## src/rtl/axil_periph_arbiter_pkg.sv

```systemverilog
// Shared types and constants for the two-master AXI-Lite peripheral arbiter.
package axil_arb_pkg;

  typedef enum logic [2:0] {
    IDLE    = 3'd0,
    WR_ADDR = 3'd1,
    WR_DATA = 3'd2,
    WR_RESP = 3'd3,
    RD_ADDR = 3'd4,
    RD_DATA = 3'd5
  } arb_state_t;

  localparam logic [1:0] RESP_OKAY   = 2'b00;
  localparam logic [1:0] RESP_SLVERR = 2'b10;

endpackage

```

## src/rtl/axil_periph_arbiter_if.sv

```systemverilog
// AXI-Lite bus bundle; master drives requests, slave drives readies/responses.
interface axi_lite_if #(
  parameter int AW = 32,
  parameter int DW = 32
);
  logic          awvalid;
  logic          awready;
  logic [AW-1:0] awaddr;
  logic          wvalid;
  logic          wready;
  logic [DW-1:0] wdata;
  logic [DW/8-1:0] wstrb;
  logic          bvalid;
  logic          bready;
  logic [1:0]    bresp;
  logic          arvalid;
  logic          arready;
  logic [AW-1:0] araddr;
  logic          rvalid;
  logic          rready;
  logic [DW-1:0] rdata;
  logic [1:0]    rresp;

  modport master (
    output awvalid, awaddr, wvalid, wdata, wstrb, bready, arvalid, araddr, rready,
    input  awready, wready, bvalid, bresp, arready, rvalid, rdata, rresp
  );

  modport slave (
    input  awvalid, awaddr, wvalid, wdata, wstrb, bready, arvalid, araddr, rready,
    output awready, wready, bvalid, bresp, arready, rvalid, rdata, rresp
  );
endinterface

```

## src/rtl/axil_periph_arbiter_rr_arb2.sv

```systemverilog
// Combinational two-way round-robin pick: on a tie the requester that was
// not served last wins.
module rr_arb2 (
  input  logic [1:0] req,
  input  logic       last,
  output logic [1:0] gnt_onehot,
  output logic       idx
);

  // Select the winner from the request pair and the previous owner
  always_comb begin
    gnt_onehot = 2'b00;
    idx        = 1'b0;
    case (req)
      2'b01: begin
        gnt_onehot = 2'b01;
        idx        = 1'b0;
      end
      2'b10: begin
        gnt_onehot = 2'b10;
        idx        = 1'b1;
      end
      2'b11: begin
        gnt_onehot = last ? 2'b01 : 2'b10;
        idx        = ~last;
      end
      default: begin
        gnt_onehot = 2'b00;
        idx        = 1'b0;
      end
    endcase
  end

endmodule

```

## src/rtl/axil_periph_arbiter.sv

```systemverilog
// Two-to-one AXI-Lite arbiter: one outstanding transaction at a time, owner
// chosen round-robin, all channels forwarded combinationally from the owner.
module axil_periph_arbiter
  import axil_arb_pkg::*;
#(
  parameter int AW = 32,
  parameter int DW = 32
) (
  input  logic       clk,
  input  logic       rst,
  axi_lite_if.slave  s0,
  axi_lite_if.slave  s1,
  axi_lite_if.master m,
  output logic [1:0] gnt,
  output logic       busy
);

  arb_state_t state_q, state_d;
  logic       g_q, g_d;
  logic       last_q, last_d;
  logic [1:0] gnt_q, gnt_d;

  logic [1:0] req;
  logic [1:0] pick_oh;
  logic       pick_idx;

  logic            own_awvalid, own_wvalid, own_bready, own_arvalid, own_rready;
  logic [AW-1:0]   own_awaddr, own_araddr;
  logic [DW-1:0]   own_wdata;
  logic [DW/8-1:0] own_wstrb;

  logic fwd_awready, fwd_wready, fwd_bvalid, fwd_arready, fwd_rvalid;

  assign req = {s1.awvalid | s1.arvalid, s0.awvalid | s0.arvalid};

  rr_arb2 u_rr (
    .req        (req),
    .last       (last_q),
    .gnt_onehot (pick_oh),
    .idx        (pick_idx)
  );

  assign own_awvalid = g_q ? s1.awvalid : s0.awvalid;
  assign own_awaddr  = g_q ? s1.awaddr  : s0.awaddr;
  assign own_wvalid  = g_q ? s1.wvalid  : s0.wvalid;
  assign own_wdata   = g_q ? s1.wdata   : s0.wdata;
  assign own_wstrb   = g_q ? s1.wstrb   : s0.wstrb;
  assign own_bready  = g_q ? s1.bready  : s0.bready;
  assign own_arvalid = g_q ? s1.arvalid : s0.arvalid;
  assign own_araddr  = g_q ? s1.araddr  : s0.araddr;
  assign own_rready  = g_q ? s1.rready  : s0.rready;

  // State, owner and fairness pointer registers
  always_ff @(posedge clk) begin
    if (rst) begin
      state_q <= IDLE;
      g_q     <= 1'b0;
      last_q  <= 1'b1;
      gnt_q   <= 2'b00;
    end else begin
      state_q <= state_d;
      g_q     <= g_d;
      last_q  <= last_d;
      gnt_q   <= gnt_d;
    end
  end

  // Next-state decode and channel forwarding for the current owner
  always_comb begin
    state_d     = state_q;
    g_d         = g_q;
    last_d      = last_q;
    gnt_d       = gnt_q;
    m.awvalid   = 1'b0;
    m.awaddr    = own_awaddr;
    m.wvalid    = 1'b0;
    m.wdata     = own_wdata;
    m.wstrb     = own_wstrb;
    m.bready    = 1'b0;
    m.arvalid   = 1'b0;
    m.araddr    = own_araddr;
    m.rready    = 1'b0;
    fwd_awready = 1'b0;
    fwd_wready  = 1'b0;
    fwd_bvalid  = 1'b0;
    fwd_arready = 1'b0;
    fwd_rvalid  = 1'b0;
    case (state_q)
      IDLE: begin
        if (|req) begin
          gnt_d   = pick_oh;
          g_d     = pick_idx;
          // Write wins over read from the same master
          state_d = (pick_idx ? s1.awvalid : s0.awvalid) ? WR_ADDR : RD_ADDR;
        end
      end
      WR_ADDR: begin
        m.awvalid   = own_awvalid;
        fwd_awready = m.awready;
        if (own_awvalid && m.awready) state_d = WR_DATA;
      end
      WR_DATA: begin
        m.wvalid   = own_wvalid;
        fwd_wready = m.wready;
        if (own_wvalid && m.wready) state_d = WR_RESP;
      end
      WR_RESP: begin
        m.bready   = own_bready;
        fwd_bvalid = m.bvalid;
        if (m.bvalid && own_bready) begin
          last_d  = g_q;
          gnt_d   = 2'b00;
          state_d = IDLE;
        end
      end
      RD_ADDR: begin
        m.arvalid   = own_arvalid;
        fwd_arready = m.arready;
        if (own_arvalid && m.arready) state_d = RD_DATA;
      end
      RD_DATA: begin
        m.rready   = own_rready;
        fwd_rvalid = m.rvalid;
        if (m.rvalid && own_rready) begin
          last_d  = g_q;
          gnt_d   = 2'b00;
          state_d = IDLE;
        end
      end
      default: begin
        gnt_d   = 2'b00;
        state_d = IDLE;
      end
    endcase
  end

  assign s0.awready = fwd_awready & ~g_q;
  assign s1.awready = fwd_awready &  g_q;
  assign s0.wready  = fwd_wready  & ~g_q;
  assign s1.wready  = fwd_wready  &  g_q;
  assign s0.bvalid  = fwd_bvalid  & ~g_q;
  assign s1.bvalid  = fwd_bvalid  &  g_q;
  assign s0.arready = fwd_arready & ~g_q;
  assign s1.arready = fwd_arready &  g_q;
  assign s0.rvalid  = fwd_rvalid  & ~g_q;
  assign s1.rvalid  = fwd_rvalid  &  g_q;

  assign s0.bresp = m.bresp;
  assign s1.bresp = m.bresp;
  assign s0.rdata = m.rdata;
  assign s1.rdata = m.rdata;
  assign s0.rresp = m.rresp;
  assign s1.rresp = m.rresp;

  assign gnt  = gnt_q;
  assign busy = (state_q != IDLE);

endmodule
```

## src/flat_wrapper.sv

```systemverilog
// flat-port wrapper written by rule: the top's interface ports become plain ports
module axil_periph_arbiter_flat import axil_arb_pkg::*;
#(
  parameter int AW = 32,
  parameter int DW = 32
)
  (clk, rst, gnt, busy, s0_awvalid, s0_awaddr, s0_wvalid, s0_wdata, s0_wstrb, s0_bready, s0_arvalid, s0_araddr, s0_rready, s0_awready, s0_wready, s0_bvalid, s0_bresp, s0_arready, s0_rvalid, s0_rdata, s0_rresp, s1_awvalid, s1_awaddr, s1_wvalid, s1_wdata, s1_wstrb, s1_bready, s1_arvalid, s1_araddr, s1_rready, s1_awready, s1_wready, s1_bvalid, s1_bresp, s1_arready, s1_rvalid, s1_rdata, s1_rresp, m_awvalid, m_awaddr, m_wvalid, m_wdata, m_wstrb, m_bready, m_arvalid, m_araddr, m_rready, m_awready, m_wready, m_bvalid, m_bresp, m_arready, m_rvalid, m_rdata, m_rresp);
  axi_lite_if #(.AW(AW), .DW(DW)) s0_i ();
  axi_lite_if #(.AW(AW), .DW(DW)) s1_i ();
  axi_lite_if #(.AW(AW), .DW(DW)) m_i ();
  input  logic clk;
  input  logic rst;
  output logic [1:0] gnt;
  output logic busy;
  input wire logic [$bits(s0_i.awvalid)-1:0] s0_awvalid;
  input wire logic [$bits(s0_i.awaddr)-1:0] s0_awaddr;
  input wire logic [$bits(s0_i.wvalid)-1:0] s0_wvalid;
  input wire logic [$bits(s0_i.wdata)-1:0] s0_wdata;
  input wire logic [$bits(s0_i.wstrb)-1:0] s0_wstrb;
  input wire logic [$bits(s0_i.bready)-1:0] s0_bready;
  input wire logic [$bits(s0_i.arvalid)-1:0] s0_arvalid;
  input wire logic [$bits(s0_i.araddr)-1:0] s0_araddr;
  input wire logic [$bits(s0_i.rready)-1:0] s0_rready;
  output wire logic [$bits(s0_i.awready)-1:0] s0_awready;
  output wire logic [$bits(s0_i.wready)-1:0] s0_wready;
  output wire logic [$bits(s0_i.bvalid)-1:0] s0_bvalid;
  output wire logic [$bits(s0_i.bresp)-1:0] s0_bresp;
  output wire logic [$bits(s0_i.arready)-1:0] s0_arready;
  output wire logic [$bits(s0_i.rvalid)-1:0] s0_rvalid;
  output wire logic [$bits(s0_i.rdata)-1:0] s0_rdata;
  output wire logic [$bits(s0_i.rresp)-1:0] s0_rresp;
  input wire logic [$bits(s1_i.awvalid)-1:0] s1_awvalid;
  input wire logic [$bits(s1_i.awaddr)-1:0] s1_awaddr;
  input wire logic [$bits(s1_i.wvalid)-1:0] s1_wvalid;
  input wire logic [$bits(s1_i.wdata)-1:0] s1_wdata;
  input wire logic [$bits(s1_i.wstrb)-1:0] s1_wstrb;
  input wire logic [$bits(s1_i.bready)-1:0] s1_bready;
  input wire logic [$bits(s1_i.arvalid)-1:0] s1_arvalid;
  input wire logic [$bits(s1_i.araddr)-1:0] s1_araddr;
  input wire logic [$bits(s1_i.rready)-1:0] s1_rready;
  output wire logic [$bits(s1_i.awready)-1:0] s1_awready;
  output wire logic [$bits(s1_i.wready)-1:0] s1_wready;
  output wire logic [$bits(s1_i.bvalid)-1:0] s1_bvalid;
  output wire logic [$bits(s1_i.bresp)-1:0] s1_bresp;
  output wire logic [$bits(s1_i.arready)-1:0] s1_arready;
  output wire logic [$bits(s1_i.rvalid)-1:0] s1_rvalid;
  output wire logic [$bits(s1_i.rdata)-1:0] s1_rdata;
  output wire logic [$bits(s1_i.rresp)-1:0] s1_rresp;
  output wire logic [$bits(m_i.awvalid)-1:0] m_awvalid;
  output wire logic [$bits(m_i.awaddr)-1:0] m_awaddr;
  output wire logic [$bits(m_i.wvalid)-1:0] m_wvalid;
  output wire logic [$bits(m_i.wdata)-1:0] m_wdata;
  output wire logic [$bits(m_i.wstrb)-1:0] m_wstrb;
  output wire logic [$bits(m_i.bready)-1:0] m_bready;
  output wire logic [$bits(m_i.arvalid)-1:0] m_arvalid;
  output wire logic [$bits(m_i.araddr)-1:0] m_araddr;
  output wire logic [$bits(m_i.rready)-1:0] m_rready;
  input wire logic [$bits(m_i.awready)-1:0] m_awready;
  input wire logic [$bits(m_i.wready)-1:0] m_wready;
  input wire logic [$bits(m_i.bvalid)-1:0] m_bvalid;
  input wire logic [$bits(m_i.bresp)-1:0] m_bresp;
  input wire logic [$bits(m_i.arready)-1:0] m_arready;
  input wire logic [$bits(m_i.rvalid)-1:0] m_rvalid;
  input wire logic [$bits(m_i.rdata)-1:0] m_rdata;
  input wire logic [$bits(m_i.rresp)-1:0] m_rresp;
  assign s0_i.awvalid = s0_awvalid;
  assign s0_i.awaddr = s0_awaddr;
  assign s0_i.wvalid = s0_wvalid;
  assign s0_i.wdata = s0_wdata;
  assign s0_i.wstrb = s0_wstrb;
  assign s0_i.bready = s0_bready;
  assign s0_i.arvalid = s0_arvalid;
  assign s0_i.araddr = s0_araddr;
  assign s0_i.rready = s0_rready;
  assign s0_awready = s0_i.awready;
  assign s0_wready = s0_i.wready;
  assign s0_bvalid = s0_i.bvalid;
  assign s0_bresp = s0_i.bresp;
  assign s0_arready = s0_i.arready;
  assign s0_rvalid = s0_i.rvalid;
  assign s0_rdata = s0_i.rdata;
  assign s0_rresp = s0_i.rresp;
  assign s1_i.awvalid = s1_awvalid;
  assign s1_i.awaddr = s1_awaddr;
  assign s1_i.wvalid = s1_wvalid;
  assign s1_i.wdata = s1_wdata;
  assign s1_i.wstrb = s1_wstrb;
  assign s1_i.bready = s1_bready;
  assign s1_i.arvalid = s1_arvalid;
  assign s1_i.araddr = s1_araddr;
  assign s1_i.rready = s1_rready;
  assign s1_awready = s1_i.awready;
  assign s1_wready = s1_i.wready;
  assign s1_bvalid = s1_i.bvalid;
  assign s1_bresp = s1_i.bresp;
  assign s1_arready = s1_i.arready;
  assign s1_rvalid = s1_i.rvalid;
  assign s1_rdata = s1_i.rdata;
  assign s1_rresp = s1_i.rresp;
  assign m_awvalid = m_i.awvalid;
  assign m_awaddr = m_i.awaddr;
  assign m_wvalid = m_i.wvalid;
  assign m_wdata = m_i.wdata;
  assign m_wstrb = m_i.wstrb;
  assign m_bready = m_i.bready;
  assign m_arvalid = m_i.arvalid;
  assign m_araddr = m_i.araddr;
  assign m_rready = m_i.rready;
  assign m_i.awready = m_awready;
  assign m_i.wready = m_wready;
  assign m_i.bvalid = m_bvalid;
  assign m_i.bresp = m_bresp;
  assign m_i.arready = m_arready;
  assign m_i.rvalid = m_rvalid;
  assign m_i.rdata = m_rdata;
  assign m_i.rresp = m_rresp;
  axil_periph_arbiter #(.AW(AW), .DW(DW)) u_core (.clk(clk), .rst(rst), .s0(s0_i), .s1(s1_i), .m(m_i), .gnt(gnt), .busy(busy));
endmodule
```

## config.mk

```make
export PLATFORM = sky130hd
export DESIGN_NAME = axil_periph_arbiter_flat
export DESIGN_NICKNAME = d
export VERILOG_FILES = /design/src/rtl/axil_periph_arbiter_pkg.sv /design/src/rtl/axil_periph_arbiter_if.sv /design/src/rtl/axil_periph_arbiter_rr_arb2.sv /design/src/rtl/axil_periph_arbiter.sv /design/src/flat_wrapper.sv
export SDC_FILE = /design/constraint.sdc
export NUM_CORES = 1
export LEC_CHECK = 0
export CORE_AREA = 10 10 165 167
export CTS_CLUSTER_SIZE = 14
export DETAILED_ROUTE_END_ITERATION = 8
export DIE_AREA = 0 0 175 177
export PLACE_DENSITY = 0.57
export SLEW_MARGIN = 40
export SYNTH_ARGS = -nofsm -noshare
export SYNTH_HDL_FRONTEND = slang
export SYNTH_HIERARCHICAL = 1
export SYNTH_SLANG_ARGS = --single-unit
```

## constraint.sdc

```tcl
create_clock -name clk -period 4.5 [get_ports clk]
set_input_delay 0.9 -clock clk [delete_from_list [all_inputs] [get_ports clk]]
set_output_delay 0.9 -clock clk [all_outputs]
set_load 0.02 [all_outputs]
```

==> impl_metrics.yaml <==
timing:
  slew_headroom_pct: 60.1
  worstMarginPinSlew_ns: 0.599
  hold_violations: 0
  fin_crit_sh_pct: 74.9
  rsz0062_at_grt: "false"
  report.final.slew_viol_count: 0
  clock_skew_ns: 0.000834
  setup_violations: 0
  layout_min_cycle_time_ns: 3.37
  fmax_mhz: 297
  fin_setup_tns_ns: 0
cts:
  worstSkewPairLatency_ns: 0.23
  cts.repair.resized: 0
  ctsHoldBuffers: 0
  numCtsBuffers: 3
  cts.reportedPaths.clkPinSlew_ns: 0.04
  clk_path_buf_depth: 2
  cts_max_level: 1
  tritoncts: "done"
  numClockSinks: 7
  cts_setup_buffers: 0
  root_buffer: "clkbuf_16"
outcome:
  status: "complete, no violations"
power_and_ir_drop:
  ir_drop_mv: 0.204
  power_frac_clock_pct: 11.2
  combinationalPowerShare_pct: 77.4
  internal-power_w: 0.000799
  powerDensity_mw_per_mm2: 242
  p_seq_share_pct: 11.4
  p_switching_w: 0.000563
  switching_share_pct: 41.3
  p_leak_nw: 1.96
setup_path:
  critical_path_required_ns: 3.60
  cp_data_arrival_time_ns: 2.47
  crit_fanout: 41
  startpoint_type: "flop"
  endpoint_kind: "output pin"
  worstSetupPathType: "flop to output pin"
global_routing:
  grt_pass1_vias: 3161
  grt_use_total_pct: 9.35
  grt_pass1_wl_um: 22100
  overflow: 0
  grt_max_degree: 43
  grt_antenna_before_repair: 0
synthesis:
  avgSynthCellArea_um2: 8.72
  synth_fa_ha_area_share_pct: 0
  ys_seq_area_share_pct: 5.84
  synth_simple_gate_area_share_pct: 10.6
  synth_cell_types: 35
  synthesis.area_mm2: 0.00240
  synth_top_area_cell: "mux2_2"
  synth_top_family_by_area: "multiplexers"
  syn-num-nets: 528
  ys_ff_latch: 7
  synth.top_cell.area_share_pct: 48.4
  synthMuxAreaShare_pct: 50.4
  ys_top_cells_by_area: "mux2_2 (48%), buf_4 (23%), dfxtp_1 (5.8%)"
  synth-compound-area-share_pct: 6.42
  yosys_warnings: 6
  synth_xor_area_share_pct: 0
  syn_inst: 275
run:
  maxCapViolCount: 0
finish:
  num-fill-cells: 2623
  layout.nets: 780
  post-route-util_pct: 23.5
  area_growth_pct: 135
  num_antenna_cells: 0
  fin_area_mm2: 0.00563
  final_common_cell: "clkdlybuf4s50_1"
  drive_gt1_share_pct: 21.9
  final_cell_mix: "clkdlybuf4s50_1 (334), mux2_2 (103), nand2_1 (8)"
routing:
  drc: 0
  drt-initial-drc-count: 60
  drt_pass1_iterations: 4
  ant_nets: 0
  via_count: 2964
  wl_per_cell_um: 19.2
  vias_per_cell: 3.49
  drt_wl_total_um: 16300
floorplanning:
  core_area_mm2: 0.0240
  io_pins: 443
  start_util_pct: 10.0
  die_w_um: 175
  rows: 57
  die_h_um: 177
  design.die.area_mm2: 0.0310
placement:
  place_area_mm2: 0.00555
  place.gp.congestion: 0.771
  dp_hpwl_um: 14500
  placement.io_buffers: 334
hold_path:
  worstHoldPathType: "flop to flop"
-- critical path, stage by stage (launching register included) --
cell,delay (ns)
dfxtp_4,0.72
buf_4,0.48
mux2_2,0.41
clkdlybuf4s50_1,0.57
-- per-stage QoR --
step / cells / hold WS (ns) / setup slack [ns] / power, W
6_report: 850 / 0.501 / 1.13 / 0.00136
5_1_grt: 850 / 0.547 / 0.995 / 0.00145
4_1_cts: 850 / 0.511 / 1.04 / 0.00139
3_5_place_dp: 846 / 0.494 / 1.20 / 0.00122
3_3_place_gp: 846 / 0.508 / 1.20 / 0.00123
2_1_floorplan: 275 / 0.568 / 1.89 / 0.000752
-- power by group through the flow --
stage,sequential [W],clock (W),combinational [W]
after global routing,0.000163,0.000159,0.00113
after global placement,0.000157,0,0.00107
final,0.000155,0.000153,0.00105
after CTS,0.000156,0.000155,0.00107
after detailed placement,0.000156,0,0.00107
after floorplan,0.0000992,0,0.000653
-- flip-flops by register name (all words and copies together) (netlist names) --
signal and flops:
u_core/g_q 1, u_core/gnt 2, u_core/last_q 1, u_core/state_q 3
-- synth_stat cells --
library cell and n:
mux2_2 103, buf_4 73, buf_2 13, nand2_1 8
dfxtp_1 7, nor2_1 7, and3_1 6, nor3_1 6
mux2i_1 5, inv_1 4, nor2b_1 4, a21boi_0 3
a31oi_1 3, nand2b_1 3, nand3_1 3, nor4_1 3
a211oi_1 2, a22oi_1 2, clkbuf_1 2, o211ai_1 2
or2_2 2, a211o_1 1, a21boi_1 1, a21oi_1 1
a221oi_2 1, a32o_1 1, and2_1 1, buf_1 1
nor3b_1 1, nor4_2 1, o21a_1 1, o21ai_0 1
o2bb2ai_1 1, or3_1 1, or3b_2 1
-- cell type report --
cell class,instances,area [um2],share of cell area [%]
repair buffers,336,3370,59.8
multi-input cells,175,1620,28.7
well taps,324,405,7.20
flip-flops and latches,7,145,2.58
clock buffers,4,78.8,1.40
inverters,4,15.0,0.266
-- path summary, 6_finish.rpt --
kind                                         from                 to  slack [ns]  cells after the start
worst max-delay path                   u_core/g_q        m_awaddr[4]        1.13                      3
worst min-delay path                u_core/gnt[0]      u_core/gnt[0]        0.50                      2
worst max register to register  u_core/state_q[1]  u_core/state_q[2]        2.39                      5
worst min register to register      u_core/gnt[0]      u_core/gnt[0]        0.50                      2
-- logic make-up after synthesis --
| group | count (synthesis) |
|---|---|
| mux | 108 |
| buf+inv | 93 |
| simple gates | 47 |
| compound gates | 20 |
| flops | 7 |
-- metal layers --
metal	track usage [%]	wire length (um)
met3	3.33	1380
met1	10.4	6320
met4	1.87	257
met2	16.9	8380
met5	0	0
(Power assumes the default switching activity.)
